### src/rtl/bin_to_bcd_seq.sv
// Sequential 8-bit binary to 3-digit BCD converter (double dabble, one bit per clock).
// Also produces leading-zero blanking flags for the display scanner.
//
//   state   | meaning
//   --------+----------------------------------------------------------
//   S_IDLE  | waiting for start; digit outputs hold the last result
//   S_SHIFT | one add-3/shift iteration per clock, 8 iterations total
module bin_to_bcd_seq #(
    parameter int W = 8
) (
    input  logic         clk,
    input  logic         rst,
    input  logic         start,
    input  logic [W-1:0] bin,
    output logic         busy,
    output logic         done,
    output logic [3:0]   cen,
    output logic [3:0]   dec,
    output logic [3:0]   uni,
    output logic [1:0]   blank
);

    typedef enum logic {
        S_IDLE  = 1'b0,
        S_SHIFT = 1'b1
    } state_t;

    state_t         state_q, state_d;
    logic [W-1:0]   sh_q, sh_d;
    logic [11:0]    bcd_q, bcd_d;
    logic [2:0]     cnt_q, cnt_d;
    logic [3:0]     cen_q, cen_d;
    logic [3:0]     dec_q, dec_d;
    logic [3:0]     uni_q, uni_d;
    logic [1:0]     blank_q, blank_d;
    logic           done_q, done_d;

    logic           load;
    logic           last;
    logic [11:0]    adj;
    logic [W+11:0]  cat;
    logic [11:0]    bcd_sh;
    logic [W-1:0]   sh_sh;

    // State register
    always_ff @(posedge clk or posedge rst) begin
        if (rst) begin
            state_q <= S_IDLE;
        end else begin
            state_q <= state_d;
        end
    end

    // Next-state logic
    always_comb begin
        state_d = state_q;
        case (state_q)
            S_IDLE:  if (start)         state_d = S_SHIFT;
            S_SHIFT: if (cnt_q == 3'd7) state_d = S_IDLE;
            default:                    state_d = S_IDLE;
        endcase
    end

    // FSM outputs
    always_comb begin
        busy = (state_q == S_SHIFT);
        load = (state_q == S_IDLE) && start;
        last = (state_q == S_SHIFT) && (cnt_q == 3'd7);
    end

    // One double-dabble step: correct nibbles >= 5, then shift the whole chain left
    always_comb begin
        adj = bcd_q;
        for (int i = 0; i < 3; i++) begin
            if (adj[4*i +: 4] >= 4'd5) begin
                adj[4*i +: 4] = adj[4*i +: 4] + 4'd3;
            end
        end
        cat    = {adj, sh_q} << 1;
        bcd_sh = cat[W+11:W];
        sh_sh  = cat[W-1:0];
    end

    always_comb begin
        sh_d    = sh_q;
        bcd_d   = bcd_q;
        cnt_d   = cnt_q;
        cen_d   = cen_q;
        dec_d   = dec_q;
        uni_d   = uni_q;
        blank_d = blank_q;
        done_d  = 1'b0;
        if (load) begin
            sh_d  = bin;
            bcd_d = 12'd0;
            cnt_d = 3'd0;
        end else if (busy) begin
            sh_d  = sh_sh;
            bcd_d = bcd_sh;
            cnt_d = cnt_q + 3'd1;
        end
        // Results become visible only once the eighth shift lands
        if (last) begin
            cen_d   = bcd_sh[11:8];
            dec_d   = bcd_sh[7:4];
            uni_d   = bcd_sh[3:0];
            blank_d = {(bcd_sh[11:8] == 4'd0),
                       (bcd_sh[11:8] == 4'd0) && (bcd_sh[7:4] == 4'd0)};
            done_d  = 1'b1;
        end
    end

    always_ff @(posedge clk or posedge rst) begin
        if (rst) begin
            sh_q    <= '0;
            bcd_q   <= 12'd0;
            cnt_q   <= 3'd0;
            cen_q   <= 4'd0;
            dec_q   <= 4'd0;
            uni_q   <= 4'd0;
            blank_q <= 2'b11;
            done_q  <= 1'b0;
        end else begin
            sh_q    <= sh_d;
            bcd_q   <= bcd_d;
            cnt_q   <= cnt_d;
            cen_q   <= cen_d;
            dec_q   <= dec_d;
            uni_q   <= uni_d;
            blank_q <= blank_d;
            done_q  <= done_d;
        end
    end

    assign done  = done_q;
    assign cen   = cen_q;
    assign dec   = dec_q;
    assign uni   = uni_q;
    assign blank = blank_q;

endmodule

### config.mk
export PLATFORM = sky130hd
export DESIGN_NAME = bin_to_bcd_seq
export DESIGN_NICKNAME = d
export VERILOG_FILES = /design/src/rtl/bin_to_bcd_seq.sv
export SDC_FILE = /design/constraint.sdc
export NUM_CORES = 1
export LEC_CHECK = 0
export ABC_CLOCK_PERIOD_IN_PS = 1600
export CORE_ASPECT_RATIO = 0.6
export CORE_MARGIN = 2
export CORE_UTILIZATION = 40
export DETAILED_ROUTE_END_ITERATION = 12
export GPL_ROUTABILITY_DRIVEN = 0
export HOLD_SLACK_MARGIN = 0.08
export SYNTH_ARGS = -nofsm -noshare
export SYNTH_HDL_FRONTEND = slang
export SYNTH_SLANG_ARGS = --single-unit
### constraint.sdc
create_clock -name clk -period 1.6 [get_ports clk]
set_input_delay 0.24 -clock clk [delete_from_list [all_inputs] [get_ports clk]]
set_output_delay 0.24 -clock clk [all_outputs]
set_load 0.02 [all_outputs]
==> results of run 1 <==
==> area by class of cell <==
type | count | area (um^2) | area share [%]
Sequential cell | 39 | 978 | 37.7
Multi-Input combinational cell | 124 | 935 | 36.0
Timing Repair Buffer | 50 | 453 | 17.4
Clock buffer | 6 | 82.6 | 3.18
Tap cell | 63 | 78.8 | 3.03
Clock inverter | 2 | 35.0 | 1.35
Inverter | 9 | 35.0 | 1.35
==> critical path, stage by stage (launching register included) <==
cell and delay [ns]:
dfrtp_1 0.36, inv_1 0.08, ha_4 0.17, buf_4 0.13
and2_4 0.16, a21oi_4 0.13, nand3_2 0.13, o41ai_2 0.35
==> flip-flops by register name, indices dropped and copies added, names as in the netlist <==
| register | flops |
|---|---|
| busy | 1 |
| cnt_q | 3 |
| bcd_q | 12 |
| sh_q | 8 |
| blank | 2 |
| uni | 4 |
| cen | 4 |
| done | 1 |
| dec | 4 |
==> metrics by stage <==
step / hold slack [ns] / cell area, um^2 / cells / utilization [%] / total power (uW)
after floorplan: 0.396 / 1890 / 179 / - / 3380
after global placement: 0.460 / 2330 / 277 / 51.0 / 4230
after detailed placement: 0.468 / 2330 / 277 / 51.0 / 4340
after CTS: 0.314 / 2460 / 285 / 53.8 / 5250
after global routing: 0.335 / 2600 / 293 / 56.9 / 6030
final: 0.298 / 2600 / 293 / 56.9 / 5590
==> cell families after synthesis <==
logic type | Yosys count | synth area share (%)
xor gates and xnor gates | 3 | 1.39
DFF | 39 | 51.9
AOI/OAI and AO/OA | 41 | 14.1
buffers and inverters | 16 | 3.51
adders and majority gates | 8 | 5.31
muxes | 18 | 9.88
and+or+nand+nor | 54 | 14.0
==> synth_stat cells <==
library cell   n  area (um^2)
xnor2_1        3         26.3
nand2b_1       3         18.8
nor3b_1        4         30.0
ha_1           8          100
a211oi_2       1         12.5
mux2i_1       13          130
a22o_1         4         35.0
nor2_1         9         33.8
buf_2          2         10.0
nand2_2        1         6.26
nand3_1        2         10.0
nand2_1       23         86.3
or3b_1         1         8.76
a21oi_4        1         16.3
clkinv_1       1         3.75
a21o_1         5         37.5
or3_1          2         12.5
buf_4          1         7.51
o41ai_2        1         16.3
clkbuf_1       4         15.0
inv_1          8         30.0
dfstp_2        2         52.6
o21ai_0       23          115
and2_1         5         31.3
nor3_1         2         10.0
o31ai_1        1         7.51
a21oi_1        5         25.0
nand2b_2       1         8.76
dfrtp_1       37          926
nand3b_1       1         7.51
mux2_2         5         56.3
==> routing by layer <==
metal	global-route usage, %	up-vias
met2	23.5	29
met1	21.9	689
met5	0	-
li1	-	712
met3	4.49	8
met4	5.67	0
==> layout by cell type, fill, tap and decap left out, drive strengths merged, types with 2 or more instances in the layout <==
cell type | Yosys | layout
nand2b | 4 | 4
a21oi | 6 | 6
inv | 8 | 8
a21o | 5 | 5
buf | 3 | 24
nor2 | 9 | 9
mux2 | 5 | 5
dlygate4sd2 | 0 | 3
nand3 | 2 | 2
dfstp | 2 | 2
clkdlybuf4s50 | 0 | 23
ha | 8 | 8
or3 | 2 | 2
o21ai | 23 | 23
clkbuf | 4 | 6
nor3 | 2 | 2
dfrtp | 37 | 37
and2 | 5 | 5
mux2i | 13 | 13
nand2 | 24 | 24
clkinv | 1 | 2
a22o | 4 | 4
xnor2 | 3 | 3
nor3b | 4 | 4
==> path summary, 6_finish.rpt <==
kind / cells past startpoint / endpoint / slack, ns
hold reg to reg: 2 / blank[1]$_DFFE_PP1P_ / 0.46
setup / recovery: 7 / blank[0]$_DFFE_PP1P_ / 0.02
hold / removal: 3 / cen[2]$_DFFE_PP0P_ / 0.30
min in group clk: 2 / blank[1]$_DFFE_PP1P_ / 0.46
setup reg to reg: 7 / blank[0]$_DFFE_PP1P_ / 0.02
max in group asynchronous: 3 / blank[1]$_DFFE_PP1P_ / 1.04
==> where the power goes <==
| group | switching, uW | total [uW] | internal [uW] | leakage (uW) |
|---|---|---|---|---|
| registers | 343 | 1790 | 1440 | 0.000489 |
| clock network | 348 | 853 | 505 | 0.0000612 |
| logic | 1450 | 2950 | 1510 | 0.000653 |
==> repair_timing <==
| item | 4_1_cts | 5_1_grt |
|---|---|---|
| endpoints found under the hold margin | 0 | 0 |
| setup buffers | 0 | 8 |
| pin swaps | 0 | 6 |
| endpoints found under the setup margin | 7 | 13 |
| resized for setup | 7 | 26 |
==> flow_summary.yaml, run 1 <==
status:
  status: "complete, no violations"
floorplanning:
  dieArea_um2: 5300
  initial_utilization_pct: 41.3
  io_pins: 27
  rows: 19
  die_h_um: 57.2
  core_area_um2: 4560
  die_x_um: 92.7
global_routing:
  antenna_found_initial: 0
  grt_pass1_vias: 1343
  grt_max_degree: 40
  grt_pass1_wl_mm: 6.35
  overflow: 0
  grt_usage_pct: 15.6
clock_tree:
  cts_inserted_buffers: 5
  htreeDepth: 2
  root_buffer: "clkbuf_8"
  cts_tree: "done"
  holdBufCountCts: 0
  cts_sinks: 39
  clk_latency_ns: 0.30
  cts_buffer_depth: 2
  cts.reportedPaths.clkPinSlew_ns: 0.08
synth:
  yosys_register_bits: 39
  netlist_area_um2: 1890
  yosysSeqAreaShare_pct: 51.9
  syn_inst: 179
  ys_warn_count: 0
  synth_nets: 198
  syn_area_per_cell_um2: 10.5
  ys_types: 31
placement:
  dp_hpwl_mm: 2.73
  dp_slack_ns: -0.0556
  portBuffers: 26
timing:
  max_freq_mhz: 632
  rsz0062_at_grt: "yes"
  hold_viol_final: 0
  maxSlewHeadroom_pct: 73.3
  skew_ns: 0.00616
  timing.final.crit_share_pct: 98.9
  min_period_ns: 1.58
  layout_setup_ws_ns: 0.0172
  setup_viol: 0
  setup_tns_ns: 0
  maxSlewViolCount: 0
  tightestPinTransition_ns: 0.399
run:
  maxCapViolations: 0
setup_path:
  r2r_start: "bcd_q[4]$_DFFE_PP0P_"
  critical_path.max_fanout: 2
  crit_path_start_kind: "flip-flop"
  worstPathArrival_ns: 1.78
  crit_path_end_kind: "flip-flop"
  criticalPathCategory: "flip-flop to flip-flop"
  worstSetupStartpoint: "bcd_q[4]$_DFFE_PP0P_"
  crit_required_ns: 1.80
pwr:
  power.leakage_uw: 0.00120
  power_density_nw_per_um2: 2150
  ir_drop_uv: 977
routing:
  drt_wl_total_mm: 3.88
  final_antenna_net_count: 0
  drt-initial-drc-count: 55
  detail_route.vias_per_cell: 4.91
  wl_met1_mm: 1.97
  drt_pre_antenna_iters: 4
  vias: 1438
  met2_length_mm: 1.69
  maxUsedRoutingLayer: "met4"
  route.met3.wl_um: 155
  remaining_drc_errors: 0
  avgRoutedWirePerCell_um: 13.2
worst_hold_path:
  hold_class: "input port to async pin"
layout:
  layout-drive-gt1-share_pct: 28.3
  diodes: 0
  fill_cells: 421
  area_growth_pct: 37.7
  nets: 248
(Power assumes the default switching activity.)
==> run 2: changes to the inputs <==
- ABC_AREA: unset -> 1
==> run 2 against run 1 <==
Against the previous run:
- sequential share of layout area increased by 5.8 points
- cell count rose by 0.34%
- critical endpoint is now cen[1]
- maximum frequency grew 5.7%
- synthesized area down 5.0%
- non-clock buffer count shrank 18
- clock skew shrank 0.0015 ns
- global-route usage fell by 0.26 points
- clock-buffer cell count grew 1
==> flow_summary.yaml, run 2 <==
synth:
  synth.most_common_cell: "nand2_1"
  synth_top_area_share_pct: 51.7
  synth_mux_area_share_pct: 0
  async_reset_ff_share_pct: 100
  syn_area_per_cell_um2: 9.05
  synth-xor-area-share_pct: 0.489
  synth_top_family_by_area: "simple AND/OR/NAND/NOR gates"
  yosysTopAreaCell: "dfrtp_1"
  synth_common_cells: "nand2_1, dfrtp_1, inv_1"
  syn_inst: 198
  synth_top_cells_by_area: "dfrtp_1, nand2_1, ha_1, o21ai_0, inv_1"
  yosysSeqAreaShare_pct: 54.6
  synth-simple-area-share_pct: 19.0
  synth-compound-area-share_pct: 13.4
  netlist_area_um2: 1790
  ys_warn_count: 0
  synth_edf_count: 0
  yosys_register_bits: 39
  ys_types: 21
  synth-adder-area-share_pct: 5.59
  synth_nets: 217
  synth_flop_cell: "dfrtp_1"
pwr:
  ir_drop_uv: 912
  power.leakage_uw: 0.00108
  power_density_nw_per_um2: 2100
  total_power_uw: 4730
timing:
  setup_viol: 0
  skew_ns: 0.00467
  rsz0062_at_grt: "no"
  layout_setup_ws_ns: 0.102
  hold_viol_final: 0
  maxSlewViolCount: 0
  maxSlewHeadroom_pct: 76.0
  min_period_ns: 1.50
  max_freq_mhz: 668
  timing.final.crit_share_pct: 93.6
  tightestPinTransition_ns: 0.359
  setup_tns_ns: 0
routing:
  drt-initial-drc-count: 66
  final_antenna_net_count: 0
  vias: 1366
  remaining_drc_errors: 0
  detail_route.vias_per_cell: 4.65
  drt_wl_total_mm: 3.50
  drt_pre_antenna_iters: 8
  avgRoutedWirePerCell_um: 11.9
global_routing:
  top_usage_layer: "met1"
  grtUsageMet1_pct: 23.2
  grt_pass1_vias: 1321
  antenna_found_initial: 0
  grt_pass1_wl_mm: 6.19
  grt_usage_pct: 15.4
  grt_use_met2_pct: 20.8
  overflow: 0
  grt_max_degree: 40
  grt_use_met3_pct: 4.07
setup_path:
  crit_path_end_kind: "primary output"
  crit_path_start_kind: "flip-flop"
  slowest_delay_ns: 0.61
  critPathTopFamily: "buffers and inverters"
  cp.buffers_inverters: 1
  path_cells: "clkdlybuf4s50_1"
  worstPathArrival_ns: 1.26
  critical_path.max_fanout: 2
  criticalPathCategory: "flip-flop to primary output"
  crit_required_ns: 1.36
  slowest_stage: "clkdlybuf4s50_1"
placement:
  dp_hpwl_mm: 2.38
  dp_slack_ns: 0.145
  portBuffers: 26
clock_tree:
  cts_inserted_buffers: 5
  cts_tree: "done"
  root_buffer: "clkbuf_8"
  cts_buffer_depth: 2
  cts.reportedPaths.clkPinSlew_ns: 0.07
  cts_sinks: 39
  htreeDepth: 2
  clk_latency_ns: 0.29
floorplanning:
  core_area_um2: 4210
  io_pins: 27
  rows: 18
  dieArea_um2: 5050
  die_h_um: 55.8
  die_x_um: 90.4
  initial_utilization_pct: 42.5
layout:
  layout_common_cells: "nand2_1, dfrtp_1, inv_1, clkdlybuf4s50_1, o21ai_0"
  layout-drive-gt1-share_pct: 9.83
  reg_top3: "bcd_q (12), sh_q (8)"
  area_growth_pct: 25.5
  mostFrequentLayoutCell: "nand2_1"
  fin_util_pct: 53.4
  largest_register_ff_count: 12
  diodes: 0
  regMostFlops: "bcd_q"
  fill_cells: 377
  nets: 252
run:
  maxCapViolations: 0
worst_hold_path:
  hold_class: "input port to async pin"
status:
  status: "complete, no violations"
run 2: timing repair:
action / CTS / global route
setup endpoints to repair: 2 / 3
resized for setup: 2 / 4
buffers inserted: 0 / 1
hold buffers: 0 / 0
run 2: stage by stage:
| step | cells | hold slack (ns) | area (um^2) |
|---|---|---|---|
| after detailed placement | 285 | 0.460 | 2150 |
| after floorplan | 198 | 0.361 | 1790 |
| final | 294 | 0.298 | 2250 |
| after CTS | 293 | 0.303 | 2230 |
| after global placement | 285 | 0.465 | 2150 |
| after global routing | 294 | 0.358 | 2250 |
run 2: area by class of cell:
| cell class | instances | area [um^2] | area share [%] |
|---|---|---|---|
| Inverter | 27 | 101 | 4.51 |
| Timing Repair Buffer | 32 | 315 | 14.0 |
| Tap cell | 60 | 75.1 | 3.34 |
| Multi-Input combinational cell | 128 | 697 | 31.0 |
| Sequential cell | 39 | 978 | 43.5 |
| Clock buffer | 7 | 76.3 | 3.39 |
| Clock inverter | 1 | 5.00 | 0.223 |
run 2: routing by layer:
layer,vias to the layer above,share of wire (%)
met5,-,0
met3,5,3.4
met2,23,38
met4,0,1.3
li1,721,-
met1,617,57
run 2: report_power, final:
group | internal [uW] | total, uW | leakage (uW) | switching [uW]
Clock | 306 | 638 | 0.0000422 | 332
Sequential | 1440 | 1670 | 0.000485 | 225
Combinational | 988 | 2430 | 0.000549 | 1440
Total | 2730 | 4730 | 0.00108 | 2000
run 2: final timing paths:
kind                                 startpoint                   end  slack, ns  depth (start not counted)
min in group clk           blank[0]$_DFFE_PP1P_  blank[0]$_DFFE_PP1P_       0.47                          2
max in group asynchronous                   rst  blank[0]$_DFFE_PP1P_       1.06                          3
setup reg to reg           bcd_q[4]$_DFFE_PP0P_  blank[0]$_DFFE_PP1P_       0.16                          8
hold reg to reg            blank[0]$_DFFE_PP1P_  blank[0]$_DFFE_PP1P_       0.47                          2
setup / recovery             cen[1]$_DFFE_PP0P_                cen[1]       0.10                          1
hold / removal                              rst  cnt_q[1]$_DFFE_PP0P_       0.30                          3
run 2: kinds of logic after synthesis:
family	after synthesis
flops	39
buf+inv	31
compound gates	39
fa+ha+maj	8
xor+xnor	1
simple gates	80
